File: src/rtl/shift_pkg.sv
// Shared definitions for the iterative shift unit: operation codes, FSM
// state encoding and the legality check for operation codes.
// Optional feature macro: SHIFT_ROTATE_EN (enables FUNC_ROL / FUNC_ROR).
package shift_pkg;

    localparam logic [3:0] FUNC_LLS = 4'd0;
    localparam logic [3:0] FUNC_LRS = 4'd1;
    localparam logic [3:0] FUNC_ALS = 4'd2;
    localparam logic [3:0] FUNC_ARS = 4'd3;
    localparam logic [3:0] FUNC_ROL = 4'd4;
    localparam logic [3:0] FUNC_ROR = 4'd5;

    typedef enum logic [1:0] {
        IDLE  = 2'd0,
        SHIFT = 2'd1,
        DONE  = 2'd2
    } state_t;

    // Rotates only count as legal operations when the rotate option is built in.
    function automatic logic func_legal(input logic [3:0] func);
        case (func)
            FUNC_LLS, FUNC_LRS, FUNC_ALS, FUNC_ARS: func_legal = 1'b1;
`ifdef SHIFT_ROTATE_EN
            FUNC_ROL, FUNC_ROR:                     func_legal = 1'b1;
`endif
            default:                                func_legal = 1'b0;
        endcase
    endfunction

endpackage

File: src/rtl/shift_unit_iter_if.sv
// Request/response bundle of the iterative shift unit.
// master = requester/consumer side, slave = shift unit side.
interface shift_unit_iter_if #(
    parameter int DATA_WIDTH = 16
);
    localparam int SHAMT_W = $clog2(DATA_WIDTH);

    logic                  in_valid;
    logic                  in_ready;
    logic [DATA_WIDTH-1:0] A;
    logic [SHAMT_W-1:0]    shamt;
    logic [3:0]            FuncCode;
    logic                  out_valid;
    logic                  out_ready;
    logic [DATA_WIDTH-1:0] C;
    logic                  OverflowFlag;
    logic                  ErrFlag;

    modport master (
        output in_valid, A, shamt, FuncCode, out_ready,
        input  in_ready, out_valid, C, OverflowFlag, ErrFlag
    );

    modport slave (
        input  in_valid, A, shamt, FuncCode, out_ready,
        output in_ready, out_valid, C, OverflowFlag, ErrFlag
    );
endinterface

File: src/rtl/shift_step.sv
// Combinational single step of the shift unit: shifts d by n (n <= STEP)
// according to func and reports whether any one-bit sub-step of an
// arithmetic left shift would flip the sign bit.
// Optional feature macro: SHIFT_ROTATE_EN (rotate datapath).
module shift_step
    import shift_pkg::*;
#(
    parameter int DATA_WIDTH = 16,
    parameter int STEP       = 1,
    localparam int SHAMT_W   = $clog2(DATA_WIDTH)
) (
    input  logic [DATA_WIDTH-1:0] d,
    input  logic [3:0]            func,
    input  logic [SHAMT_W-1:0]    n,
    output logic [DATA_WIDTH-1:0] q,
    output logic                  ovf
);

    // Shift result per operation code; unknown codes pass the data through.
    always_comb begin
        q = d;
        case (func)
            FUNC_LLS, FUNC_ALS: q = d << n;
            FUNC_LRS:           q = d >> n;
            FUNC_ARS:           q = $signed(d) >>> n;
`ifdef SHIFT_ROTATE_EN
            FUNC_ROL:           q = (d << n) | (d >> (DATA_WIDTH - int'(n)));
            FUNC_ROR:           q = (d >> n) | (d << (DATA_WIDTH - int'(n)));
`endif
            default:            q = d;
        endcase
    end

    // Sign flips: after k one-bit steps the MSB holds d[W-1-k]; any change
    // between consecutive sub-steps is an overflow.
    always_comb begin
        ovf = 1'b0;
        if (func == FUNC_ALS) begin
            for (int k = 1; k <= STEP && k < DATA_WIDTH; k++) begin
                if (k <= int'(n) && d[DATA_WIDTH-1-k] != d[DATA_WIDTH-k])
                    ovf = 1'b1;
            end
        end
    end

endmodule

File: src/rtl/shift_unit_iter.sv
// Iterative shift unit: accepts one request in IDLE, shifts STEP bits per
// cycle in SHIFT, and holds the result in DONE until the consumer takes it.
// Optional feature macro: SHIFT_ROTATE_EN (FUNC_ROL / FUNC_ROR legal).
module shift_unit_iter
    import shift_pkg::*;
#(
    parameter int DATA_WIDTH = 16,
    parameter int STEP       = 1,
    localparam int SHAMT_W   = $clog2(DATA_WIDTH)
) (
    input logic             clk,
    input logic             reset_n,
    shift_unit_iter_if.slave bus
);

    // STEP may equal DATA_WIDTH, which does not fit in SHAMT_W; since the
    // remaining count never exceeds DATA_WIDTH-1 the clamp is harmless.
    localparam int                 STEP_C = (STEP < DATA_WIDTH) ? STEP : DATA_WIDTH - 1;
    localparam logic [SHAMT_W-1:0] STEP_V = SHAMT_W'(STEP_C);

    state_t                state;
    logic [DATA_WIDTH-1:0] c;
    logic [SHAMT_W-1:0]    rem;
    logic [3:0]            func;
    logic                  ovf;
    logic                  err;
    logic                  out_valid;

    logic [SHAMT_W-1:0]    n;
    logic [DATA_WIDTH-1:0] step_q;
    logic                  step_ovf;

    // Bits to shift this cycle: min(STEP, remaining).
    always_comb begin
        n = (rem > STEP_V) ? STEP_V : rem;
    end

    shift_step #(
        .DATA_WIDTH (DATA_WIDTH),
        .STEP       (STEP)
    ) u_step (
        .d    (c),
        .func (func),
        .n    (n),
        .q    (step_q),
        .ovf  (step_ovf)
    );

    // Control FSM with registered result, flags and out_valid.
    always_ff @(posedge clk or negedge reset_n) begin
        if (!reset_n) begin
            state     <= IDLE;
            c         <= '0;
            rem       <= '0;
            func      <= '0;
            ovf       <= 1'b0;
            err       <= 1'b0;
            out_valid <= 1'b0;
        end else begin
            case (state)
                IDLE: begin
                    if (bus.in_valid) begin
                        c    <= bus.A;
                        func <= bus.FuncCode;
                        rem  <= bus.shamt;
                        ovf  <= 1'b0;
                        err  <= !func_legal(bus.FuncCode);
                        if (func_legal(bus.FuncCode) && bus.shamt != '0) begin
                            state <= SHIFT;
                        end else begin
                            state     <= DONE;
                            out_valid <= 1'b1;
                        end
                    end
                end
                SHIFT: begin
                    c   <= step_q;
                    ovf <= ovf | step_ovf;
                    rem <= rem - n;
                    if (rem == n) begin
                        state     <= DONE;
                        out_valid <= 1'b1;
                    end
                end
                DONE: begin
                    if (bus.out_ready) begin
                        state     <= IDLE;
                        out_valid <= 1'b0;
                    end
                end
                default: state <= IDLE;
            endcase
        end
    end

    assign bus.in_ready     = (state == IDLE);
    assign bus.out_valid    = out_valid;
    assign bus.C            = c;
    assign bus.OverflowFlag = ovf;
    assign bus.ErrFlag      = err;

endmodule

File: src/flat_wrapper.sv
// flat-port wrapper written by rule: the top's interface ports become plain ports
module shift_unit_iter_flat import shift_pkg::*;
#(
    parameter int DATA_WIDTH = 16,
    parameter int STEP       = 1,
    localparam int SHAMT_W   = $clog2(DATA_WIDTH)
)
  (clk, reset_n, bus_in_valid, bus_A, bus_shamt, bus_FuncCode, bus_out_ready, bus_in_ready, bus_out_valid, bus_C, bus_OverflowFlag, bus_ErrFlag);
  shift_unit_iter_if #(.DATA_WIDTH(DATA_WIDTH)) bus_i ();
  input logic clk;
  input logic reset_n;
  input wire logic [$bits(bus_i.in_valid)-1:0] bus_in_valid;
  input wire logic [$bits(bus_i.A)-1:0] bus_A;
  input wire logic [$bits(bus_i.shamt)-1:0] bus_shamt;
  input wire logic [$bits(bus_i.FuncCode)-1:0] bus_FuncCode;
  input wire logic [$bits(bus_i.out_ready)-1:0] bus_out_ready;
  output wire logic [$bits(bus_i.in_ready)-1:0] bus_in_ready;
  output wire logic [$bits(bus_i.out_valid)-1:0] bus_out_valid;
  output wire logic [$bits(bus_i.C)-1:0] bus_C;
  output wire logic [$bits(bus_i.OverflowFlag)-1:0] bus_OverflowFlag;
  output wire logic [$bits(bus_i.ErrFlag)-1:0] bus_ErrFlag;
  assign bus_i.in_valid = bus_in_valid;
  assign bus_i.A = bus_A;
  assign bus_i.shamt = bus_shamt;
  assign bus_i.FuncCode = bus_FuncCode;
  assign bus_i.out_ready = bus_out_ready;
  assign bus_in_ready = bus_i.in_ready;
  assign bus_out_valid = bus_i.out_valid;
  assign bus_C = bus_i.C;
  assign bus_OverflowFlag = bus_i.OverflowFlag;
  assign bus_ErrFlag = bus_i.ErrFlag;
  shift_unit_iter #(.DATA_WIDTH(DATA_WIDTH), .STEP(STEP)) u_core (.clk(clk), .reset_n(reset_n), .bus(bus_i));
endmodule
File: config.mk
export PLATFORM = sky130hd
export DESIGN_NAME = shift_unit_iter_flat
export DESIGN_NICKNAME = d
export VERILOG_FILES = /design/src/rtl/shift_pkg.sv /design/src/rtl/shift_unit_iter_if.sv /design/src/rtl/shift_step.sv /design/src/rtl/shift_unit_iter.sv /design/src/flat_wrapper.sv
export SDC_FILE = /design/constraint.sdc
export NUM_CORES = 1
export LEC_CHECK = 0
export BUFFER_PORTS_ARGS = -buffer_cell sky130_fd_sc_hd__buf_2
export CAP_MARGIN = 0
export CORE_MARGIN = 8
export CORE_UTILIZATION = 35
export CTS_CLUSTER_SIZE = 14
export DETAILED_ROUTE_END_ITERATION = 8
export MAX_ROUTING_LAYER = met4
export PLACE_DENSITY = 0.56
export SETUP_SLACK_MARGIN = 0.2
export SKIP_CTS_REPAIR_TIMING = 1
export SLEW_MARGIN = 15
export SYNTH_ARGS = -nofsm -noshare
export SYNTH_HDL_FRONTEND = slang
export SYNTH_SLANG_ARGS = --single-unit
File: constraint.sdc
create_clock -name clk -period 4 [get_ports clk]
set_input_delay 0 -clock clk [delete_from_list [all_inputs] [get_ports clk]]
set_output_delay 0 -clock clk [all_outputs]
set_load 0.02 [all_outputs]
==> impl_results.md <==
* Status: finished with violations
* Violated checks: hold timing
* Slew Limit Headroom at 0.398
* Synth Warn # at 0
* Syn_nets at 203
* Ant diodes at 0
* DRC viols at 0
* Synth area leaders: dfrtp_1 44%, nand2_1 8.9%, o221a_1 6.8%
* Setup violators final at 0
* Nets at 257
* Combinational family with the most area after synthesis: simple AND/OR/NAND/NOR gates
* Post-DRT Antenna Nets at 0
* All-Layer GR Usage at 0.134
* CP required at 4210 ps
* Netlist cell types at 46
* Setup TNS at 0 ps
* Placed inst area at 0.00190 mm^2
* H-tree levels at 2
* Num Clock Sinks at 29
* Worst Setup Start Kind: flip-flop
* Pre-CTS setup slack at 1870 ps
* Starting Density at 0.355
* Worst Setup End Kind: flip-flop
* Async SR Flop Fraction at 1.00
* Buffers added on ports at 47
* Worst-path clk slew at 70 ps
* IR drop worst, VDD at 0.000370 V
* Worst Skew at 4.66 ps
* Worst hold path type: input pin to flip-flop
* Peak Freq at 0.465 GHz
* Largest net degree at the start of global routing at 30
* Detailed-placement wirelength estimate at 3.10 mm
* Initial drt markers at 123
* Tcrit/Tclk final at 0.538
* Cell taking the most area after synthesis: dfrtp_1
* Clk Latency, worst-skew pair at 280 ps
* Post-Syn Instances at 173
* Initial DRT Pass Iterations at 4
* Adder-Cell Fraction of Synth Area at 0.0152
* DR vias/cell at 5.38
* Post-synthesis xor/xnor area fraction at 0.00532
* Die Wd at 84.6 um
* Fillcell total at 476
* Leakage power total at 0.000936 uW
* Drt total wl at 4.39 mm
* Fraction of layout cells with a size suffix above 1 at 0.311
* Root Driver: clkbuf_8
* Initial antenna violation count at 0
* Crit path max fanout at 21
* Die H at 84.6 um
* Crit path time final at 2150 ps
* IO Pins at 48
* Simple-gate area share of the yosys netlist at 0.240
* Total Power at 1720 uW
* Arrival time at the worst endpoint at 2360 ps
* Maximum buffer depth of the clock tree at 2
* Total grt overflow at 0
* Routability congestion estimate at 0.751
* Core Footprint at 0.00463 mm^2
* Hold_ws at -0.112 ps
* Max-slew violation count at 0
* First-pass GRT wire length at 7.49 mm
* Final WS setup at 1850 ps
* Hold Fails Final Rpt at 1
* Row Count at 25
* Top FF cell, synth: dfrtp_1
* Wire per inst at 15.6 um
* Post-synthesis cell area at 0.00165 mm^2
* Final Cell Area at 0.00209 mm^2
* Die ar. at 0.00715 mm^2
* Max_cap viols at 0
* Synth Area per Inst at 9.51 um^2
* Mux contribution to synthesized area at 0.0266
* RSZ-0062 raised after global routing: no
* Yosys reg bits at 29
* Area growth, synth to finish at 27.2%
* Vias in the first global route at 1532
* Share of the synthesized area in the top cell type at 0.441
* Post-synthesis sequential area ratio at 0.441
* Pwr dens at 824 mW/mm^2
* Number of synthesized flops with an enable pin at 0
* Compound-Gate Fraction of Synth Area at 0.224
* DR vias at 1518
* Kind of critical path: flip-flop to flip-flop
* Worst-margin pin slew at 900 ps
* TritonCTS clock tree: done
* CTS Buf Count at 5
==> cell usage after synthesis, drive strengths merged (2+ instances only) <==
cell	count
nand2	39
nor4	3
o221a	13
mux2	3
ha	2
clkbuf	6
o31ai	2
buf	4
a21boi	2
o22a	3
or4	3
o21ai	6
nor3	3
nand3	14
nor3b	4
inv	7
nor2	5
o211ai	2
a21oi	6
dfrtp	29
o31a	2
nand2b	2
==> stage by stage <==
step | util | hold slack [ps] | cells
floorplan | - | -296 | 173
global placement | 0.411 | 84.3 | 265
detailed placement | 0.411 | 79.1 | 265
CTS | 0.433 | -223 | 273
global route | 0.452 | 0.0647 | 282
finish | 0.452 | -0.112 | 282
==> flip-flops by register name, indices dropped and copies added (netlist names) <==
| name | count |
|---|---|
| u_core.bus.out_valid | 1 |
| u_core.rem | 4 |
| u_core.bus.ErrFlag | 1 |
| u_core.bus.C | 16 |
| u_core.bus.OverflowFlag | 1 |
| u_core.state | 2 |
| u_core.func | 4 |
==> routing by layer <==
layer	track usage	vias to the layer above	routed length, um
li1	-	750	-
met1	0.171	716	2200
met2	0.190	45	1850
met3	0.0429	7	270
met4	0.0583	0	65
met5	-	-	0
==> critical path, cell delays in order (launching register included) <==
cell and delay (ps):
dfrtp_1 750, nor3b_1 440, a21boi_2 120, nor2_2 470, o221a_1 300
==> layout by cell type (no fill, tap or decap), types with 5 or more instances in the layout <==
cell type,Yosys,final
nand2_1,39,39
a21oi_1,6,6
clkbuf_8,0,7
nand3_1,14,14
buf_2,1,47
dlygate4sd3_1,0,9
inv_1,7,7
o221a_1,10,10
dfrtp_1,29,29
o21ai_0,5,5
==> worst paths after layout <==
check	slack (ps)	end	depth (start not counted)	startpoint
min reg2reg	480	u_core.bus.OverflowFlag$_DFFE_PN0P_	2	u_core.bus.OverflowFlag$_DFFE_PN0P_
max reg2reg	1850	u_core.bus.C[5]$_DFFE_PN0P_	4	u_core.state[0]$_DFFE_PN0P_
max in group asynchronous	3280	u_core.bus.C[0]$_DFFE_PN0P_	2	reset_n
min	-0.1	u_core.bus.C[2]$_DFFE_PN0P_	2	bus_A[2]
min in group asynchronous	290	u_core.rem[0]$_DFFE_PN0P_	2	reset_n
max	1850	u_core.bus.C[5]$_DFFE_PN0P_	4	u_core.state[0]$_DFFE_PN0P_
==> report_power, final <==
| part | internal [uW] | switching [uW] |
|---|---|---|
| logic | 352 | 460 |
| registers | 439 | 205 |
| clock network | 155 | 113 |
| total | 946 | 778 |
==> cells by family after synthesis <==
family / count (synthesis)
XOR/XNOR: 1
AND/OR/NAND/NOR: 76
adder cells (fa/ha/maj): 2
flip-flops: 29
multiplexers: 4
AO/OA/AOI/OAI: 44
buffers and inverters: 17
==> cell type report <==
cell class                 count  area (um^2)  area share
clock buffer                   7         96.3      0.0460
inverter                       7         26.3      0.0126
tap                           54         67.6      0.0323
sequential                    29          726       0.347
timing repair buffer          57          333       0.159
clock inverter                 1         5.00     0.00239
multi-input combinational    127          840       0.401
Note: power is estimated with default switching activity, not from simulation.
